`config.mk`:
```
export PLATFORM = sky130hd
export DESIGN_NAME = logic_gate_pipe_flat
export DESIGN_NICKNAME = d
export VERILOG_FILES = /design/src/rtl/logic_gate_pipe_if.sv /design/src/rtl/logic_gate_pipe.sv /design/src/flat_wrapper.sv
export SDC_FILE = /design/constraint.sdc
export NUM_CORES = 1
export LEC_CHECK = 0
export CORE_ASPECT_RATIO = 1.4
export CORE_MARGIN = 1.5
export CORE_UTILIZATION = 30
export DETAILED_ROUTE_END_ITERATION = 10
export DONT_BUFFER_PORTS = 1
export GPL_TIMING_DRIVEN = 0
export PLACE_DENSITY = 0.4
export SETUP_SLACK_MARGIN = 0.3
export SLEW_MARGIN = 20
export SYNTH_ARGS = -nofsm -noshare
export SYNTH_HDL_FRONTEND = slang
export SYNTH_SLANG_ARGS = --single-unit
```
`constraint.sdc`:
```
create_clock -name clk -period 5.8 [get_ports clk]
set_input_delay 1.74 -clock clk [delete_from_list [all_inputs] [get_ports clk]]
set_output_delay 1.74 -clock clk [all_outputs]
set_load 0.01 [all_outputs]
```
`src/rtl/logic_gate_pipe_if.sv`:
```
// Producer/consumer handshake bundle for logic_gate_pipe.
// master = the side driving operations and consuming results; slave = the unit.
interface logic_gate_pipe_if #(
  parameter int WIDTH   = 8,
  parameter int COUNT_W = 16
);
  logic               in_valid;
  logic               in_ready;
  logic [WIDTH-1:0]   A;
  logic [WIDTH-1:0]   B;
  logic [2:0]         op;
  logic               out_valid;
  logic               out_ready;
  logic [WIDTH-1:0]   Y;
  logic               zero;
  logic               parity;
  logic [COUNT_W-1:0] xfer_count;

  modport master (
    output in_valid, A, B, op, out_ready,
    input  in_ready, out_valid, Y, zero, parity, xfer_count
  );

  modport slave (
    input  in_valid, A, B, op, out_ready,
    output in_ready, out_valid, Y, zero, parity, xfer_count
  );
endinterface

```
`src/rtl/logic_gate_pipe.sv`:
```
// Two-stage valid/ready pipelined bitwise logic unit with zero/parity flags
// and a completed-output-handshake counter.
module logic_gate_pipe #(
  parameter int WIDTH   = 8,
  parameter int COUNT_W = 16
) (
  input  logic               clk,
  input  logic               rst,
  logic_gate_pipe_if.slave   bus
);

  logic               r_s1_valid;
  logic [WIDTH-1:0]   r_s1_a;
  logic [WIDTH-1:0]   r_s1_b;
  logic [2:0]         r_s1_op;

  logic               r_s2_valid;
  logic [WIDTH-1:0]   r_y;
  logic               r_zero;
  logic               r_parity;
  logic [COUNT_W-1:0] r_xfer_count;

  logic               w_s2_adv;
  logic               w_s1_adv;
  logic [WIDTH-1:0]   w_result;

  // An empty stage always advances, so bubbles collapse under backpressure.
  assign w_s2_adv = !r_s2_valid || bus.out_ready;
  assign w_s1_adv = !r_s1_valid || w_s2_adv;

  always_comb begin
    w_result = '0;
    unique case (r_s1_op)
      3'd0: w_result = r_s1_a & r_s1_b;
      3'd1: w_result = r_s1_a | r_s1_b;
      3'd2: w_result = ~(r_s1_a & r_s1_b);
      3'd3: w_result = ~(r_s1_a | r_s1_b);
      3'd4: w_result = r_s1_a ^ r_s1_b;
      3'd5: w_result = ~(r_s1_a ^ r_s1_b);
      3'd6: w_result = ~r_s1_a;
      3'd7: w_result = r_s1_a;
      default: w_result = '0;
    endcase
  end

  always_ff @(posedge clk) begin
    if (rst) begin
      r_s1_valid   <= 1'b0;
      r_s2_valid   <= 1'b0;
      r_y          <= '0;
      r_zero       <= 1'b1;
      r_parity     <= 1'b0;
      r_xfer_count <= '0;
    end else begin
      if (w_s1_adv) begin
        r_s1_valid <= bus.in_valid;
        if (bus.in_valid) begin
          r_s1_a  <= bus.A;
          r_s1_b  <= bus.B;
          r_s1_op <= bus.op;
        end
      end
      // Flags come from the same value as Y so they can never disagree.
      if (w_s2_adv) begin
        r_s2_valid <= r_s1_valid;
        r_y        <= w_result;
        r_zero     <= (w_result == '0);
        r_parity   <= ^w_result;
      end
      if (r_s2_valid && bus.out_ready)
        r_xfer_count <= r_xfer_count + COUNT_W'(1);
    end
  end

  assign bus.in_ready   = w_s1_adv;
  assign bus.out_valid  = r_s2_valid;
  assign bus.Y          = r_y;
  assign bus.zero       = r_zero;
  assign bus.parity     = r_parity;
  assign bus.xfer_count = r_xfer_count;

endmodule

```
`src/flat_wrapper.sv`:
```
// flat-port wrapper written by rule: the top's interface ports become plain ports
module logic_gate_pipe_flat 
#(
  parameter int WIDTH   = 8,
  parameter int COUNT_W = 16
)
  (clk, rst, bus_in_valid, bus_A, bus_B, bus_op, bus_out_ready, bus_in_ready, bus_out_valid, bus_Y, bus_zero, bus_parity, bus_xfer_count);
  logic_gate_pipe_if #(.WIDTH(WIDTH), .COUNT_W(COUNT_W)) bus_i ();
  input  logic clk;
  input  logic rst;
  input wire logic [$bits(bus_i.in_valid)-1:0] bus_in_valid;
  input wire logic [$bits(bus_i.A)-1:0] bus_A;
  input wire logic [$bits(bus_i.B)-1:0] bus_B;
  input wire logic [$bits(bus_i.op)-1:0] bus_op;
  input wire logic [$bits(bus_i.out_ready)-1:0] bus_out_ready;
  output wire logic [$bits(bus_i.in_ready)-1:0] bus_in_ready;
  output wire logic [$bits(bus_i.out_valid)-1:0] bus_out_valid;
  output wire logic [$bits(bus_i.Y)-1:0] bus_Y;
  output wire logic [$bits(bus_i.zero)-1:0] bus_zero;
  output wire logic [$bits(bus_i.parity)-1:0] bus_parity;
  output wire logic [$bits(bus_i.xfer_count)-1:0] bus_xfer_count;
  assign bus_i.in_valid = bus_in_valid;
  assign bus_i.A = bus_A;
  assign bus_i.B = bus_B;
  assign bus_i.op = bus_op;
  assign bus_i.out_ready = bus_out_ready;
  assign bus_in_ready = bus_i.in_ready;
  assign bus_out_valid = bus_i.out_valid;
  assign bus_Y = bus_i.Y;
  assign bus_zero = bus_i.zero;
  assign bus_parity = bus_i.parity;
  assign bus_xfer_count = bus_i.xfer_count;
  logic_gate_pipe #(.WIDTH(WIDTH), .COUNT_W(COUNT_W)) u_core (.clk(clk), .rst(rst), .bus(bus_i));
endmodule
```
==> key figures, run 1 <==
Min path
  • HP Start: u_core.r_s1_valid
  • Hold Crit Endpoint: u_core.bus.out_valid
  • HP Class: reg2reg
  • Hold Path Stages: 2

Die
  • Vert. Die Dim: 115.7 µm
  • Core Area: 8926 µm²
  • Die width: 83.53 µm
  • Die Area: 9668 µm²
  • Initial Util: 0.3052
  • Rows: 41
  • I/O pins: 51

Power and ir drop
  • Static Leak: 1.239 nW
  • Combinational fraction of design power: 0.117
  • Pwr dens: 252.8 nW/µm²
  • Clock power share: 0.388
  • VDD IR max: 0.1626 mV
  • P_int: 0.5596 mW
  • P_sw: 0.1984 mW
  • Flop pwr share: 0.496
  • Switching fraction of total power: 0.2617

Clocking
  • CTS Buf Count: 5
  • CTS tree: done
  • Clock Tree Buf Depth: 2
  • Hold_buf cts: 0
  • Post-CTS setup buffer count: 0
  • # H-tree levels: 2
  • Clk sinks: 47
  • Clk Latency, worst-skew pair: 0.30 ns
  • Clock Pin Slew Worst Setup and Hold Paths: 0.07 ns
  • Clk root buf: clkbuf_16
  • # resized after CTS: 0

Setup path
  • CP Class: in2out
  • Setup crit start: bus_out_ready
  • Critical path launch point type: input port
  • R2R setup slack: 3.36 ns
  • Reg2Reg Depth: 10
  • FF-to-FF Start: u_core.r_s1_a[3]
  • Critical Path RT: 4.06 ns
  • CP endpoint kind: primary output
  • Reg2reg end: u_core.bus.parity
  • Worst EP arrival: 2.20 ns
  • Crit-path max FO: 10

Placed design
  • Worst slack at placement: 1.839 ns
  • DP Area: 2858 µm²
  • Inst Count DP: 392
  • RePlAce Congestion: 0.7556
  • Port Buffers: 0
  • DP HPWL: 4.586 mm

Layout
  • Final instance area: 2998 µm²
  • Final net count: 336
  • Syn-to-layout area delta: 10.06%
  • Layout cells sized above 1: 0.1058
  • Post-layout util: 0.3359
  • Ant. Diodes: 0
  • Fin cells: 400
  • Most common cell after layout, fill and taps aside: nor2_1
  • Fillers: 948
  • Most frequent cells in the layout: nor2_1 (31), dfxtp_1 (28), inv_1 (23), ha_1 (21), nand2_1 (20)

GRT
  • GRT Total Usage: 0.1376
  • Largest net degree at the start of global routing: 20
  • Number of global-route vias before repair: 2000
  • First-pass GRT wire length: 10.18 mm
  • Congestion Overflow GR: 0
  • Initial antenna violation count: 0

Synth
  • Post-synth top flop: dfxtp_1
  • Flops & latches, synth: 47
  • Distinct cell type count of the synthesized netlist: 52
  • Async set or reset register ratio after synthesis: 0
  • Ys Warns: 0
  • Post-Syn Area per Cell: 9.557 µm²
  • Syn Inst Count: 285
  • Post-synthesis sequential area ratio: 0.4153
  • Post-Syn Area: 2724 µm²
  • EDFF count, synth: 19
  • Syn Nets: 329

Route
  • TritonRoute pass-1 iters: 4
  • Via Count: 1961
  • DR DRC count: 0
  • Post-Route WL: 6.255 mm
  • Final ANT Viol Nets: 0
  • Starting DRT DRC Count: 54
  • Drt via density: 4.903
  • DR WL/cell: 15.64 µm

Timing
  • Slew Viols, Final: 0
  • Worst rel slew slack: 0.4037
  • Final setup fails: 0
  • Min Clock Period, post-route: 3.938 ns
  • Setup ws final: 1.862 ns
  • Worst slew pin tran: 0.8945 ns
  • RSZ-0062 raised after global routing: no
  • Setup TNS: 0 ns
  • Fmax: 253.9 MHz
  • Clock Skews: 0.005065 ns
  • Final period utilization: 0.6790
  • Count of final hold-check violations: 0

Run
  • Max cap viols: 0

Status
  • Outcome: complete, no violations
==> area by class of cell <==
class | instances | area, µm² | area share
clock inverters | 2 | 11.26 | 0.003756
inverters | 23 | 86.33 | 0.02880
plain buffers | 16 | 103.9 | 0.03464
flip-flops and latches | 47 | 1131 | 0.3773
well taps | 107 | 133.9 | 0.04466
clock buffers | 6 | 128.9 | 0.04299
multi-input cells | 199 | 1403 | 0.4679
==> per-layer routing <==
metal / up-vias / GRT usage / wire [µm]
met5: - / 0 / 0
met4: 0 / 0.07322 / 213
li1: 1004 / - / -
met3: 15 / 0.04630 / 373
met1: 894 / 0.1505 / 2611
met2: 48 / 0.2379 / 3057
==> sequential cells by signal, indices dropped and copies added, names as in the netlist <==
register / flops
u_core.r_s1_valid: 1
u_core.r_s1_op: 3
u_core.r_s1_b: 8
u_core.bus.Y: 8
u_core.r_s1_a: 8
u_core.bus.parity: 1
u_core.bus.out_valid: 1
u_core.bus.xfer_count: 16
u_core.bus.zero: 1
==> per-stage QoR <==
stage | hold WS [ns] | total power [mW]
6_report | 0.5012 | 0.7580
4_1_cts | 0.5069 | 0.7718
5_1_grt | 0.5323 | 0.7937
2_1_floorplan | 0.4631 | 0.4508
3_3_place_gp | 0.4971 | 0.4731
3_5_place_dp | 0.4974 | 0.4737
==> logic make-up after synthesis <==
logic type / after synthesis / share of synthesized area
buffers and inverters: 39 / 0.06982
AOI/OAI and AO/OA: 50 / 0.1259
DFF: 47 / 0.4153
and+or+nand+nor: 99 / 0.1915
xor gates and xnor gates: 19 / 0.06109
adders and majority gates: 21 / 0.09646
muxes: 10 / 0.03996
==> worst max-delay path by stage <==
stage                              end  slack, ns
after floorplan           bus_in_ready       1.95
after global placement    bus_in_ready       1.84
after detailed placement  bus_in_ready       1.84
after CTS                 bus_in_ready       1.84
after global routing      bus_in_ready       1.78
final                     bus_in_ready       1.86
==> power by group through the flow <==
stage / clock network, mW / registers (mW) / logic [mW]
after floorplan: 0 / 0.380 / 0.0707
after global placement: 0 / 0.383 / 0.0896
after detailed placement: 0 / 0.384 / 0.0901
after CTS: 0.305 / 0.376 / 0.0911
after global routing: 0.315 / 0.378 / 0.101
final: 0.294 / 0.376 / 0.0886
==> synth_stat cells (4+ instances only) <==
library cell / count / area, µm²
a21oi_1: 9 / 45.04
nor3b_1: 4 / 30.03
buf_2: 5 / 25.02
nor3_1: 4 / 20.02
xor2_1: 13 / 113.9
dfxtp_1: 28 / 560.5
edfxtp_1: 19 / 570.6
and3_1: 4 / 25.02
nand3b_1: 4 / 30.03
nor2_1: 31 / 116.4
xnor2_1: 6 / 52.55
nand3_1: 12 / 60.06
nand2_1: 20 / 75.07
inv_1: 23 / 86.33
ha_1: 21 / 262.8
mux2i_1: 6 / 60.06
o21ai_0: 12 / 60.06
buf_4: 4 / 30.03
==> worst max-delay path: stages <==
cell,delay (ns)
nor2b_1,0.07
buf_2,0.23
nand2_1,0.15
Note: power is estimated with default switching activity, not from simulation.
==> run 2: changes to the inputs <==
Settings changed: PLACE_DENSITY 0.4 to 0.41.
Clock period 5.8 ns to 3.44 ns, I/O delays scaled along.
==> key figures, run 2 (synthesis gave the netlist of run 1 again) <==
Clocking
  • Post-CTS setup buffer count: 0
  • Clock Pin Slew Worst Setup and Hold Paths: 0.07 ns
  • CTS tree: done
  • Clk root buf: clkbuf_16
  • # H-tree levels: 2
  • Clock Tree Buf Depth: 2
  • Hold_buf cts: 0
  • CTS Buf Count: 5
  • Clk Latency, worst-skew pair: 0.30 ns
  • Clk sinks: 47
  • # resized after CTS: 0

Route
  • Starting DRT DRC Count: 64
  • Drt via density: 4.918
  • Final ANT Viol Nets: 0
  • DR WL/cell: 15.30 µm
  • Post-Route WL: 6.119 mm
  • Via Count: 1967
  • DR DRC count: 0
  • TritonRoute pass-1 iters: 4

Power and ir drop
  • Static Leak: 1.245 nW
  • Clock power share: 0.394
  • Switching fraction of total power: 0.2630
  • Combinational fraction of design power: 0.115
  • Flop pwr share: 0.491
  • P_sw: 0.3395 mW
  • P_int: 0.9516 mW
  • Pwr dens: 429.1 nW/µm²
  • VDD IR max: 0.1782 mV

Placed design
  • RePlAce Congestion: 0.7408
  • DP HPWL: 4.595 mm
  • Port Buffers: 0

Layout
  • Layout cells sized above 1: 0.1092
  • Syn-to-layout area delta: 10.47%
  • Fillers: 966
  • Most common cell after layout, fill and taps aside: nor2_1
  • Seq. cell area: 1131 µm²
  • Ant. Diodes: 0
  • Most frequent cells in the layout: nor2_1 (31), dfxtp_1 (28), inv_1 (23), ha_1 (21), nand2_1 (20)
  • Area of the multi-input gates: 1403 µm²
  • Max reg flops: 16
  • Final net count: 336

GRT
  • GRT Total Usage: 0.1326
  • Number of global-route vias before repair: 1989
  • Largest net degree at the start of global routing: 20
  • Congestion Overflow GR: 0
  • Initial antenna violation count: 0
  • First-pass GRT wire length: 9.873 mm

Setup path
  • Critical Path RT: 2.41 ns
  • Critical path launch point type: input port
  • CP endpoint kind: primary output
  • Worst EP arrival: 1.50 ns
  • CP Class: in2out
  • Crit-path max FO: 10

Timing
  • Count of final hold-check violations: 0
  • Min Clock Period, post-route: 2.527 ns
  • Final period utilization: 0.7347
  • Setup TNS: 0 ns
  • Worst rel slew slack: 0.4274
  • Hold Slack: 0.5040 ns
  • Fmax: 395.7 MHz
  • Clock Skews: 0.005810 ns
  • Slew Viols, Final: 0
  • Worst slew pin tran: 0.8590 ns
  • Final setup fails: 0
  • RSZ-0062 raised after global routing: no

Run
  • Max cap viols: 0

Die
  • Vert. Die Dim: 115.7 µm
  • Core Area: 8926 µm²
  • I/O pins: 51
  • Die Area: 9668 µm²
  • Die width: 83.53 µm
  • Initial Util: 0.3052
  • Rows: 41

Min path
  • HP Class: reg2reg

Status
  • Outcome: complete, no violations
-- run 2: path summary, 6_finish.rpt --
kind / from / end / slack, ns / cells after the start
hold reg to reg: u_core.r_s1_valid / u_core.bus.out_valid / 0.50 / 2
setup / recovery: bus_out_ready / bus_in_ready / 0.91 / 3
setup reg to reg: u_core.r_s1_a[3] / u_core.bus.parity / 1.02 / 10
hold / removal: u_core.r_s1_valid / u_core.bus.out_valid / 0.50 / 2
-- run 2: metal layers --
layer | vias up | wire length [µm] | part of all wire | global-route usage
li1 | 1000 | - | - | -
met1 | 921 | 2390 | 0.39 | 0.1365
met2 | 37 | 3247 | 0.53 | 0.2488
met3 | 9 | 345 | 0.056 | 0.04131
met4 | 0 | 135 | 0.022 | 0.05792
met5 | - | 0 | 0 | 0
-- run 2: power groups by stage --
stage	Sequential [mW]	Combinational (mW)	Clock, mW
after floorplan	0.641	0.119	0
after global placement	0.647	0.150	0
after detailed placement	0.647	0.151	0
after CTS	0.635	0.152	0.536
after global routing	0.638	0.169	0.550
final	0.634	0.149	0.509
-- run 2: metrics by stage --
| step | util | setup slack (ns) | area [µm²] | total power, mW | instances |
|---|---|---|---|---|---|
| floorplan | - | 1.010 | 2724 | 0.7601 | 285 |
| global placement | 0.3202 | 0.8517 | 2858 | 0.7974 | 392 |
| detailed placement | 0.3202 | 0.8176 | 2858 | 0.7983 | 392 |
| CTS | 0.3371 | 0.9082 | 3009 | 1.322 | 400 |
| global route | 0.3371 | 0.8696 | 3009 | 1.357 | 400 |
| finish | 0.3371 | 0.9126 | 3009 | 1.291 | 400 |
-- run 2: critical path, stage by stage --
cell and delay (ns):
nor2b_1 0.08, buf_2 0.23, nand2_1 0.16
-- run 2: area by class of cell --
class	instances	area share
clock inverters	3	0.008732
clock buffers	5	0.04158
plain buffers	16	0.03451
flip-flops and latches	47	0.3759
well taps	107	0.04449
inverters	23	0.02869
multi-input cells	199	0.4661
==> run 3: changes to the inputs <==
Clock period 3.44 ns to 2.1 ns, I/O delays scaled along.
==> key figures, run 3 (synthesis gave the netlist of run 1 again) <==
Timing
  • Setup TNS: -0.1522 ns
  • Hold Slack: 0.4274 ns
  • Worst rel slew slack: 0.6550
  • Worst slew pin tran: 0.5175 ns
  • Fmax: 444.0 MHz
  • Slew Viols, Final: 0
  • RSZ-0062 raised after global routing: yes
  • Clock Skews: 0.004732 ns
  • Setup ws final: -0.1522 ns
  • Final setup fails: 1
  • Count of final hold-check violations: 0
  • Final period utilization: 1.072
  • Min Clock Period, post-route: 2.252 ns

GRT
  • Initial antenna violation count: 0
  • Largest net degree at the start of global routing: 20
  • First-pass GRT wire length: 10.40 mm
  • Number of global-route vias before repair: 2094
  • GRT Total Usage: 0.1396
  • Congestion Overflow GR: 0

Route
  • DR DRC count: 0
  • Post-Route WL: 6.534 mm
  • Drt via density: 4.818
  • TritonRoute pass-1 iters: 4
  • DR WL/cell: 15.41 µm
  • Via Count: 2043
  • Final ANT Viol Nets: 0
  • Starting DRT DRC Count: 60

Power and ir drop
  • Pwr dens: 670.8 nW/µm²
  • VDD IR max: 0.3374 mV
  • Static Leak: 1.393 nW

Status
  • Failing checks: setup timing
  • Outcome: finished, violations left

Layout
  • Fillers: 949
  • Layout cells sized above 1: 0.2555
  • Final net count: 360
  • Final instance area: 3374 µm²
  • Most common cell after layout, fill and taps aside: nor2_1
  • Syn-to-layout area delta: 23.89%
  • Max reg flops: 16
  • Most frequent cells in the layout: nor2_1 (30), dfxtp_1 (27), buf_4 (26), inv_1 (21), edfxtp_1 (19)
  • Area of the multi-input gates: 1535 µm²
  • Seq. cell area: 1135 µm²
  • Ant. Diodes: 0

Clocking
  • CTS Buf Count: 5
  • Clk Latency, worst-skew pair: 0.29 ns
  • CTS tree: done
  • # H-tree levels: 2
  • Clk sinks: 47
  • Hold_buf cts: 0
  • Clock Tree Buf Depth: 2
  • Clock Pin Slew Worst Setup and Hold Paths: 0.07 ns
  • Clk root buf: clkbuf_16

Min path
  • HP Start: bus_B[1]
  • HP Class: in2reg

Die
  • Initial Util: 0.3052
  • Die width: 83.53 µm
  • Rows: 41
  • Vert. Die Dim: 115.7 µm
  • Die Area: 9668 µm²
  • Core Area: 8926 µm²
  • I/O pins: 51

Placed design
  • Worst slack at placement: -0.2253 ns
  • RePlAce Congestion: 0.7080
  • DP HPWL: 4.570 mm
  • Port Buffers: 0
  • DP Area: 2861 µm²

Setup path
  • Worst EP arrival: 2.46 ns
  • Critical Path RT: 2.31 ns
  • CP endpoint kind: flip-flop
  • Setup crit start: u_core.r_s1_op[2]
  • FF-to-FF Start: u_core.r_s1_op[2]
  • CP Class: reg2reg
  • Crit-path max FO: 10
  • Critical path launch point type: flip-flop

Run
  • Max cap viols: 0
==> run 3: cell count changes in the layout (fill, tap and decap cells not counted), moves of 3 or more <==
cell / previous run / this run
buf_2: 5 / 1
ha_1: 21 / 18
o21ai_2: 0 / 3
buf_4: 4 / 26
clkbuf_4: 0 / 3
o21ai_0: 12 / 8
ha_4: 0 / 3
==> run 3: cell type report <==
cell class,instances,area share
multi-input combinational,199,0.4549
sequential,47,0.3363
timing repair buffer,24,0.05228
clock buffer,7,0.04857
buffer,16,0.04004
tap,107,0.03967
inverter,23,0.02558
clock inverter,1,0.002595
==> run 3: stage by stage <==
stage | total power, mW | instances | utilization
final | 2.264 | 424 | 0.3780
after global routing | 2.387 | 424 | 0.3780
after CTS | 2.246 | 405 | 0.3459
after detailed placement | 1.308 | 392 | 0.3206
after global placement | 1.306 | 392 | 0.3206
after floorplan | 1.246 | 285 | -
==> run 3: final timing paths <==
| path | slack, ns | to | cells past startpoint |
|---|---|---|---|
| worst min-delay path | 0.43 | u_core.r_s1_b[1] | 0 |
| worst min register to register | 0.50 | u_core.bus.out_valid | 2 |
| worst max register to register | -0.15 | u_core.bus.parity | 11 |
| worst max-delay path | -0.15 | u_core.bus.parity | 11 |
==> run 3: worst max-delay path, cell delays in order (launching register included) <==
cell and delay, ns:
edfxtp_1 0.38, buf_6 0.15, buf_8 0.14, buf_12 0.14
a31oi_4 0.18, a21oi_2 0.08, nor3_2 0.21, o21bai_1 0.14
ha_1 0.25, xor2_1 0.15, xnor2_1 0.12, a211oi_1 0.22
==> run 3: what timing repair did <==
item / in CTS / in global routing
gates cloned: 0 / 0
pin swaps: 2 / 14
gates resized for setup: 7 / 33
endpoints found under the setup margin: 22 / 22
setup buffers: 5 / 19
==> run 3: routing by layer <==
layer / up-vias / part of all wire / global-route usage / routed length, µm
met4: 0 / 0.016 / 0.05574 / 104
met1: 954 / 0.40 / 0.1461 / 2617
met3: 6 / 0.049 / 0.04487 / 320
met2: 33 / 0.53 / 0.2602 / 3491
met5: - / 0 / 0 / 0
li1: 1050 / - / - / -
==> run 3: power by group <==
part           switching, mW  internal, mW  leakage (nW)
Combinational          0.163         0.157         0.900
Sequential            0.0410         0.995         0.408
Clock                  0.358         0.551        0.0857
